[config.mk]
export PLATFORM = sky130hd
export DESIGN_NAME = layered_colorizer
export DESIGN_NICKNAME = d
export VERILOG_FILES = /design/src/rtl/colorizer_pkg.sv /design/src/rtl/colorizer_palette.sv /design/src/rtl/layered_colorizer.sv
export SDC_FILE = /design/constraint.sdc
export NUM_CORES = 1
export LEC_CHECK = 0
export ABC_AREA = 0
export CORE_MARGIN = 2
export CORE_UTILIZATION = 53
export DETAILED_ROUTE_END_ITERATION = 10
export PLACE_DENSITY_LB_ADDON = 0.08
export SLEW_MARGIN = 10
export SYNTH_ARGS = -nofsm -noshare
export SYNTH_HDL_FRONTEND = slang
export SYNTH_SLANG_ARGS = --single-unit
export TNS_END_PERCENT = 5
[constraint.sdc]
create_clock -name clk -period 2.1 [get_ports clk]
set_input_delay 0.42 -clock clk [delete_from_list [all_inputs] [get_ports clk]]
set_output_delay 0.42 -clock clk [all_outputs]
set_load 0.01 [all_outputs]
[src/rtl/colorizer_pkg.sv]
// Shared constants and reset-palette helpers for the layered colorizer.
package colorizer_pkg;

  // Channel order inside a packed {R,G,B} word, most significant first.
  localparam int N_CH = 3;
  localparam int CH_R = 0;
  localparam int CH_G = 1;
  localparam int CH_B = 2;

  // Widest colour channel the helpers can build; results are truncated at use.
  localparam int MAX_COLOR_W = 16;
  localparam int MAX_RGB_W   = N_CH * MAX_COLOR_W;

  // Reset palette layout: the world palette is white at this entry; icon palettes
  // hold full red/green/blue at entries ICON_RED_IDX .. ICON_RED_IDX+2.
  localparam int WORLD_WHITE_IDX = 0;
  localparam int ICON_RED_IDX    = 1;

  // Full intensity on one channel, zero elsewhere, packed as {R,G,B}.
  function automatic logic [MAX_RGB_W-1:0] pal_full(input int ch, input int color_w);
    logic [MAX_RGB_W-1:0] ones;
    ones = (MAX_RGB_W'(1) << color_w) - MAX_RGB_W'(1);
    return ones << (color_w * (N_CH - 1 - ch));
  endfunction

  // Reset value of palette entry idx for a world or icon palette.
  function automatic logic [MAX_RGB_W-1:0] pal_reset(input logic is_world, input int idx,
                                                     input int color_w);
    if (is_world) begin
      if (idx == WORLD_WHITE_IDX)
        return pal_full(CH_R, color_w) | pal_full(CH_G, color_w) | pal_full(CH_B, color_w);
      return '0;
    end
    if (idx >= ICON_RED_IDX && idx < ICON_RED_IDX + N_CH)
      return pal_full(idx - ICON_RED_IDX, color_w);
    return '0;
  endfunction

endpackage

[src/rtl/colorizer_palette.sv]
// Small palette register file: one synchronous write port, one combinational read port.
module colorizer_palette
  import colorizer_pkg::*;
#(
  parameter int PIXEL_W  = 2,
  parameter int COLOR_W  = 4,
  parameter bit IS_WORLD = 1'b0,
  localparam int RGB_W   = N_CH * COLOR_W
) (
  input  logic               clk,
  input  logic               reset,
  input  logic               we,
  input  logic [PIXEL_W-1:0] waddr,
  input  logic [RGB_W-1:0]   wdata,
  input  logic [PIXEL_W-1:0] raddr,
  output logic [RGB_W-1:0]   rdata
);

  localparam int DEPTH = 2 ** PIXEL_W;

  logic [RGB_W-1:0] mem [DEPTH];

  // Load default colours on reset; otherwise store one entry per write strobe.
  always_ff @(posedge clk) begin
    if (reset) begin
      for (int i = 0; i < DEPTH; i++)
        mem[i] <= RGB_W'(pal_reset(IS_WORLD, i, COLOR_W));
    end else if (we) begin
      mem[waddr] <= wdata;
    end
  end

  // A lookup in the same cycle as a write sees the value before the write.
  assign rdata = mem[raddr];

endmodule

[src/rtl/layered_colorizer.sv]
// Two-stage pixel colorizer: icon layers over a world layer, palette lookup,
// per-icon blink, and syncs delayed to stay aligned with the RGB output.
module layered_colorizer
  import colorizer_pkg::*;
#(
  parameter int COLOR_W      = 4,
  parameter int PIXEL_W      = 2,
  parameter int N_ICONS      = 2,
  parameter int BLINK_FRAMES = 30,
  localparam int SEL_W       = ($clog2(N_ICONS + 1) > 1) ? $clog2(N_ICONS + 1) : 1,
  localparam int RGB_W       = N_CH * COLOR_W
) (
  input  logic                       clk,
  input  logic                       reset,
  input  logic                       video_on,
  input  logic                       hsync_in,
  input  logic                       vsync_in,
  input  logic                       frame_tick,
  input  logic [PIXEL_W-1:0]         world_pixel,
  input  logic [N_ICONS*PIXEL_W-1:0] icons,
  input  logic [N_ICONS-1:0]         blink_en,
  input  logic                       pal_we,
  input  logic [SEL_W-1:0]           pal_sel,
  input  logic [PIXEL_W-1:0]         pal_idx,
  input  logic [RGB_W-1:0]           pal_data,
  output logic [COLOR_W-1:0]         red,
  output logic [COLOR_W-1:0]         green,
  output logic [COLOR_W-1:0]         blue,
  output logic                       hsync_out,
  output logic                       vsync_out,
  output logic                       video_on_out
);

  localparam int CNT_W = (BLINK_FRAMES > 1) ? $clog2(BLINK_FRAMES) : 1;

  // Stage 1 registers.
  logic [PIXEL_W-1:0]         s1_world;
  logic [N_ICONS*PIXEL_W-1:0] s1_icons;
  logic [N_ICONS-1:0]         s1_blink_en;
  logic                       s1_video_on;
  logic                       s1_hsync;
  logic                       s1_vsync;

  // Blink timebase.
  logic [CNT_W-1:0] blink_cnt;
  logic             blink_phase;

  // Stage 2 lookup results.
  logic [RGB_W-1:0]   world_rgb;
  logic [RGB_W-1:0]   icon_rgb [N_ICONS];
  logic [N_ICONS-1:0] visible;
  logic [RGB_W-1:0]   pick;

  // Capture the incoming pixel codes, controls and syncs.
  always_ff @(posedge clk) begin
    if (reset) begin
      s1_world    <= '0;
      s1_icons    <= '0;
      s1_blink_en <= '0;
      s1_video_on <= 1'b0;
      s1_hsync    <= 1'b0;
      s1_vsync    <= 1'b0;
    end else begin
      s1_world    <= world_pixel;
      s1_icons    <= icons;
      s1_blink_en <= blink_en;
      s1_video_on <= video_on;
      s1_hsync    <= hsync_in;
      s1_vsync    <= vsync_in;
    end
  end

  // Count frames and flip the blink phase every BLINK_FRAMES ticks.
  always_ff @(posedge clk) begin
    if (reset) begin
      blink_cnt   <= '0;
      blink_phase <= 1'b0;
    end else if (frame_tick) begin
      if (blink_cnt == CNT_W'(BLINK_FRAMES - 1)) begin
        blink_cnt   <= '0;
        blink_phase <= ~blink_phase;
      end else begin
        blink_cnt <= blink_cnt + CNT_W'(1);
      end
    end
  end

  // World palette is write select 0.
  colorizer_palette #(
    .PIXEL_W  (PIXEL_W),
    .COLOR_W  (COLOR_W),
    .IS_WORLD (1'b1)
  ) u_world_pal (
    .clk   (clk),
    .reset (reset),
    .we    (pal_we && (pal_sel == '0)),
    .waddr (pal_idx),
    .wdata (pal_data),
    .raddr (s1_world),
    .rdata (world_rgb)
  );

  // Icon i palette is write select i+1; selects above N_ICONS match nothing.
  for (genvar g = 0; g < N_ICONS; g++) begin : g_icon_pal
    colorizer_palette #(
      .PIXEL_W  (PIXEL_W),
      .COLOR_W  (COLOR_W),
      .IS_WORLD (1'b0)
    ) u_icon_pal (
      .clk   (clk),
      .reset (reset),
      .we    (pal_we && (pal_sel == SEL_W'(g + 1))),
      .waddr (pal_idx),
      .wdata (pal_data),
      .raddr (s1_icons[g*PIXEL_W +: PIXEL_W]),
      .rdata (icon_rgb[g])
    );
  end

  // An icon shows when its code is non-transparent and it is not blanked by blink.
  always_comb begin
    visible = '0;
    for (int i = 0; i < N_ICONS; i++)
      visible[i] = (s1_icons[i*PIXEL_W +: PIXEL_W] != '0) && !(s1_blink_en[i] && blink_phase);
  end

  // Lowest-numbered visible icon wins; world colour when no icon shows.
  always_comb begin
    logic found;
    pick  = world_rgb;
    found = 1'b0;
    for (int i = 0; i < N_ICONS; i++) begin
      if (!found && visible[i]) begin
        pick  = icon_rgb[i];
        found = 1'b1;
      end
    end
  end

  // Register the colour (blanked outside the active area) and the aligned syncs.
  always_ff @(posedge clk) begin
    if (reset) begin
      red          <= '0;
      green        <= '0;
      blue         <= '0;
      hsync_out    <= 1'b0;
      vsync_out    <= 1'b0;
      video_on_out <= 1'b0;
    end else begin
      red          <= s1_video_on ? pick[2*COLOR_W +: COLOR_W] : '0;
      green        <= s1_video_on ? pick[COLOR_W +: COLOR_W]   : '0;
      blue         <= s1_video_on ? pick[0 +: COLOR_W]         : '0;
      hsync_out    <= s1_hsync;
      vsync_out    <= s1_vsync;
      video_on_out <= s1_video_on;
    end
  end

endmodule

==> impl_results.md <==
- Status: completed
- Max_slew headroom: 0.628
- Reg area: around 0.0046 mm²
- Post-Syn Area per Cell: about 14 µm²
- Number of global-route vias before repair: roughly 4500
- Die height: about 120 µm
- Mux contribution to synthesized area: 0.0923
- Root Buffer: clkbuf_16
- Crit path capture type: primary output
- Syn. warnings: 0
- Ratio of cells with drive above 1 in the final layout: 0.203
- Top cells by count, synth: edfxtp_1 (132), and2_1 (73), a21oi_1 (36)
- Nets: 625
- DRC: 0
- Post-synthesis compound-gate area fraction: 0.0440
- Routed via count: about 4500
- Dpl cell area: 0.00811 mm²
- Number of post-CTS setup repair buffers: 0
- Leak pwr: 3.17 nW
- CTS tree: yes
- Post-Synthesis Cells: 520
- Fill cells: a little under 1000
- IO Port Bufs: 45
- Top FF cell, synth: edfxtp_1
- Startpoint types: flop
- Largest family of logic cells by synthesized area: simple AND/OR/NAND/NOR gates
- Clk_lat worst skew: between 400 and 500 ps
- Synth top area share: 0.554
- # Max-Cap Violations: 0
- Max Root-Sink Buffers: 2
- DP HPWL: ~12000 µm
- Worst-path clk slew: roughly 60 ps
- Die area: 0.0145 mm²
- Drt pass-1 iters: 4
- Initial antenna violation count: 0
- Synth cell types: 44
- Core ar.: around 0.013 mm²
- Final hold vios: 0
- Post-route minimum period: 1760 ps
- WP buf/inv: 1
- P&R area growth vs syn: 21.5%
- Critical path class: reg2out
- Rows: 42
- Total CTS buffers: 17
- Sequential cell area fraction in the yosys report: 0.643
- Worst Path Max Fanout: 1
- Die span in x: between 100 and 150 µm
- WP data arrival: between 1000 and 1500 ps
- Initial core utilization: 0.541
- Layout Skew: just over 7 ps
- H-tree depth: 4
- CP top delay family: buffers and inverters
- Worst vdd ir: approximately 620 µV
- CP Data Required Time: approximately 1700 ps
- RePlAce Congestion: 0.822
- Pwr/cell area: about 860 mW/mm²
- Net count after synthesis: ~550
- Final Cycle Share: 0.837
- Synthesized-area fraction occupied by adder cells: 0.00350
- Largest cells by area after synthesis: edfxtp_1 (55%), dfxtp_1 (8.9%), mux4_2 (7.5%)
- RSZ-0062 raised after global routing: false
- Most frequent cell after synthesis: edfxtp_1
- Setup-failing EPs final: 0
- Tot GR Track Use: 0.249
- Ant diodes: 0
- Hold-fix buffers at CTS: 0
- Antenna viol nets, final: 0
- CTS Sinks: roughly 160
- Max stage delay on crit path: around 560 ps
- Pin count of the biggest net entering global routing: 25
- Worst Hold Launch: s1_vsync$_SDFF_PP0_
- Fraction of registers with async set or reset after synthesis: 0
- Gr ovfl total: 0
- Post-synthesis xor/xnor area fraction: 0.00612
- Seq cells post-synth: 164
- Slowest-stage cell, CP: clkdlybuf4s50_1
- Footprint of the multi-input gates: around 0.0023 mm²
- Total routed wirelength: 16400 µm
- Worst-margin pin slew: between 500 and 600 ps
- Design area: 0.00870 mm²
- Hold_ws: 443 ps
- Fmax: 0.569 GHz
- Drt wl/cell: 21.1 µm
- Synth Cell Area: between 0.007 and 0.008 mm²
- Worst setup path start: green[3]$_SDFF_PP0_
- Initial detailed-routing violation count: 391
- First-pass GRT wire length: ~26000 µm
- Post-synth EDFFs: 132
- Yosys top cell by area: edfxtp_1
- Max-slew violations: 0
- Reg2reg start: s1_icons[2]$_SDFF_PP0_
- Crit-path cells: clkdlybuf4s50_1
- Io pins: between 40 and 50
- Hold crit path type: reg2reg
- PostCTS Resize Cnt: 0
- Synth Area in Simple Gates: 0.182
- Setup_tns: 0 ps
- Number of vias per cell: ~5.7
## final timing paths
check | to | slack [ps] | cells after the start
max | green[3] | 340 | 1
min | vsync_out$_SDFF_PP0_ | 440 | 1
max reg2reg | green[2]$_SDFF_PP0_ | 510 | 6
min reg2reg | vsync_out$_SDFF_PP0_ | 440 | 1
## cell type report
| class | instances | area share |
|---|---|---|
| clock buffer | 23 | 0.0563 |
| timing repair buffer | 97 | 0.107 |
| multi-input combinational | 310 | 0.270 |
| clock inverter | 9 | 0.0115 |
| tap | 176 | 0.0253 |
| inverter | 2 | 0.000863 |
| sequential | 164 | 0.529 |
## per-stage QoR
step,std cells,worst slack (ps),utilization,total power [W]
global placement,749,-34.2,0.612,0.00443
floorplan,520,130,-,0.00412
finish,781,342,0.657,0.00745
CTS,781,317,0.657,0.00749
global route,781,308,0.657,0.00770
detailed placement,749,-71.7,0.612,0.00445
## cell families after synthesis
kind of cell / Yosys count
and+or+nand+nor: 211
DFF: 164
AOI/OAI and AO/OA: 56
buffers and inverters: 46
muxes: 36
xor gates and xnor gates: 5
adders and majority gates: 2
## report_power, final
part	total, W	switching [W]	internal (W)
Clock	0.00307	0.00120	0.00187
Sequential	0.00376	0.0000610	0.00369
Combinational	0.000621	0.000322	0.000299
## state kept, by name, summed over array words and instances (netlist names), named ones only
signal,flops
red,4
hsync_out,1
blue,4
video_on_out,1
s1_video_on,1
vsync_out,1
s1_hsync,1
s1_vsync,1
s1_icons,4
blink_cnt,5
green,4
s1_blink_en,2
blink_phase,1
u_world_pal.mem,48
g_icon_pal.u_icon_pal.mem,84
## routing by layer
metal,vias to the layer above,global-route usage,part of all wire
li1,2030,-,-
met1,2262,0.343,0.43
met2,140,0.398,0.49
met3,18,0.0642,0.066
met4,0,0.0690,0.016
met5,-,0,0
## cells in the final DEF, fill, tap and decap left out, types with 13 or more instances in the layout
cell type / synthesis / layout
edfxtp_1: 132 / 132
and2_1: 73 / 73
clkbuf_16: 0 / 18
nor2b_1: 15 / 15
nand2b_1: 13 / 13
dfxtp_1: 32 / 32
nand2_1: 15 / 15
or3_1: 16 / 16
clkdlybuf4s50_1: 0 / 45
and3_1: 25 / 25
mux4_2: 24 / 24
buf_4: 4 / 45
a21oi_1: 36 / 36
Power figures use the tool's default switching activity.
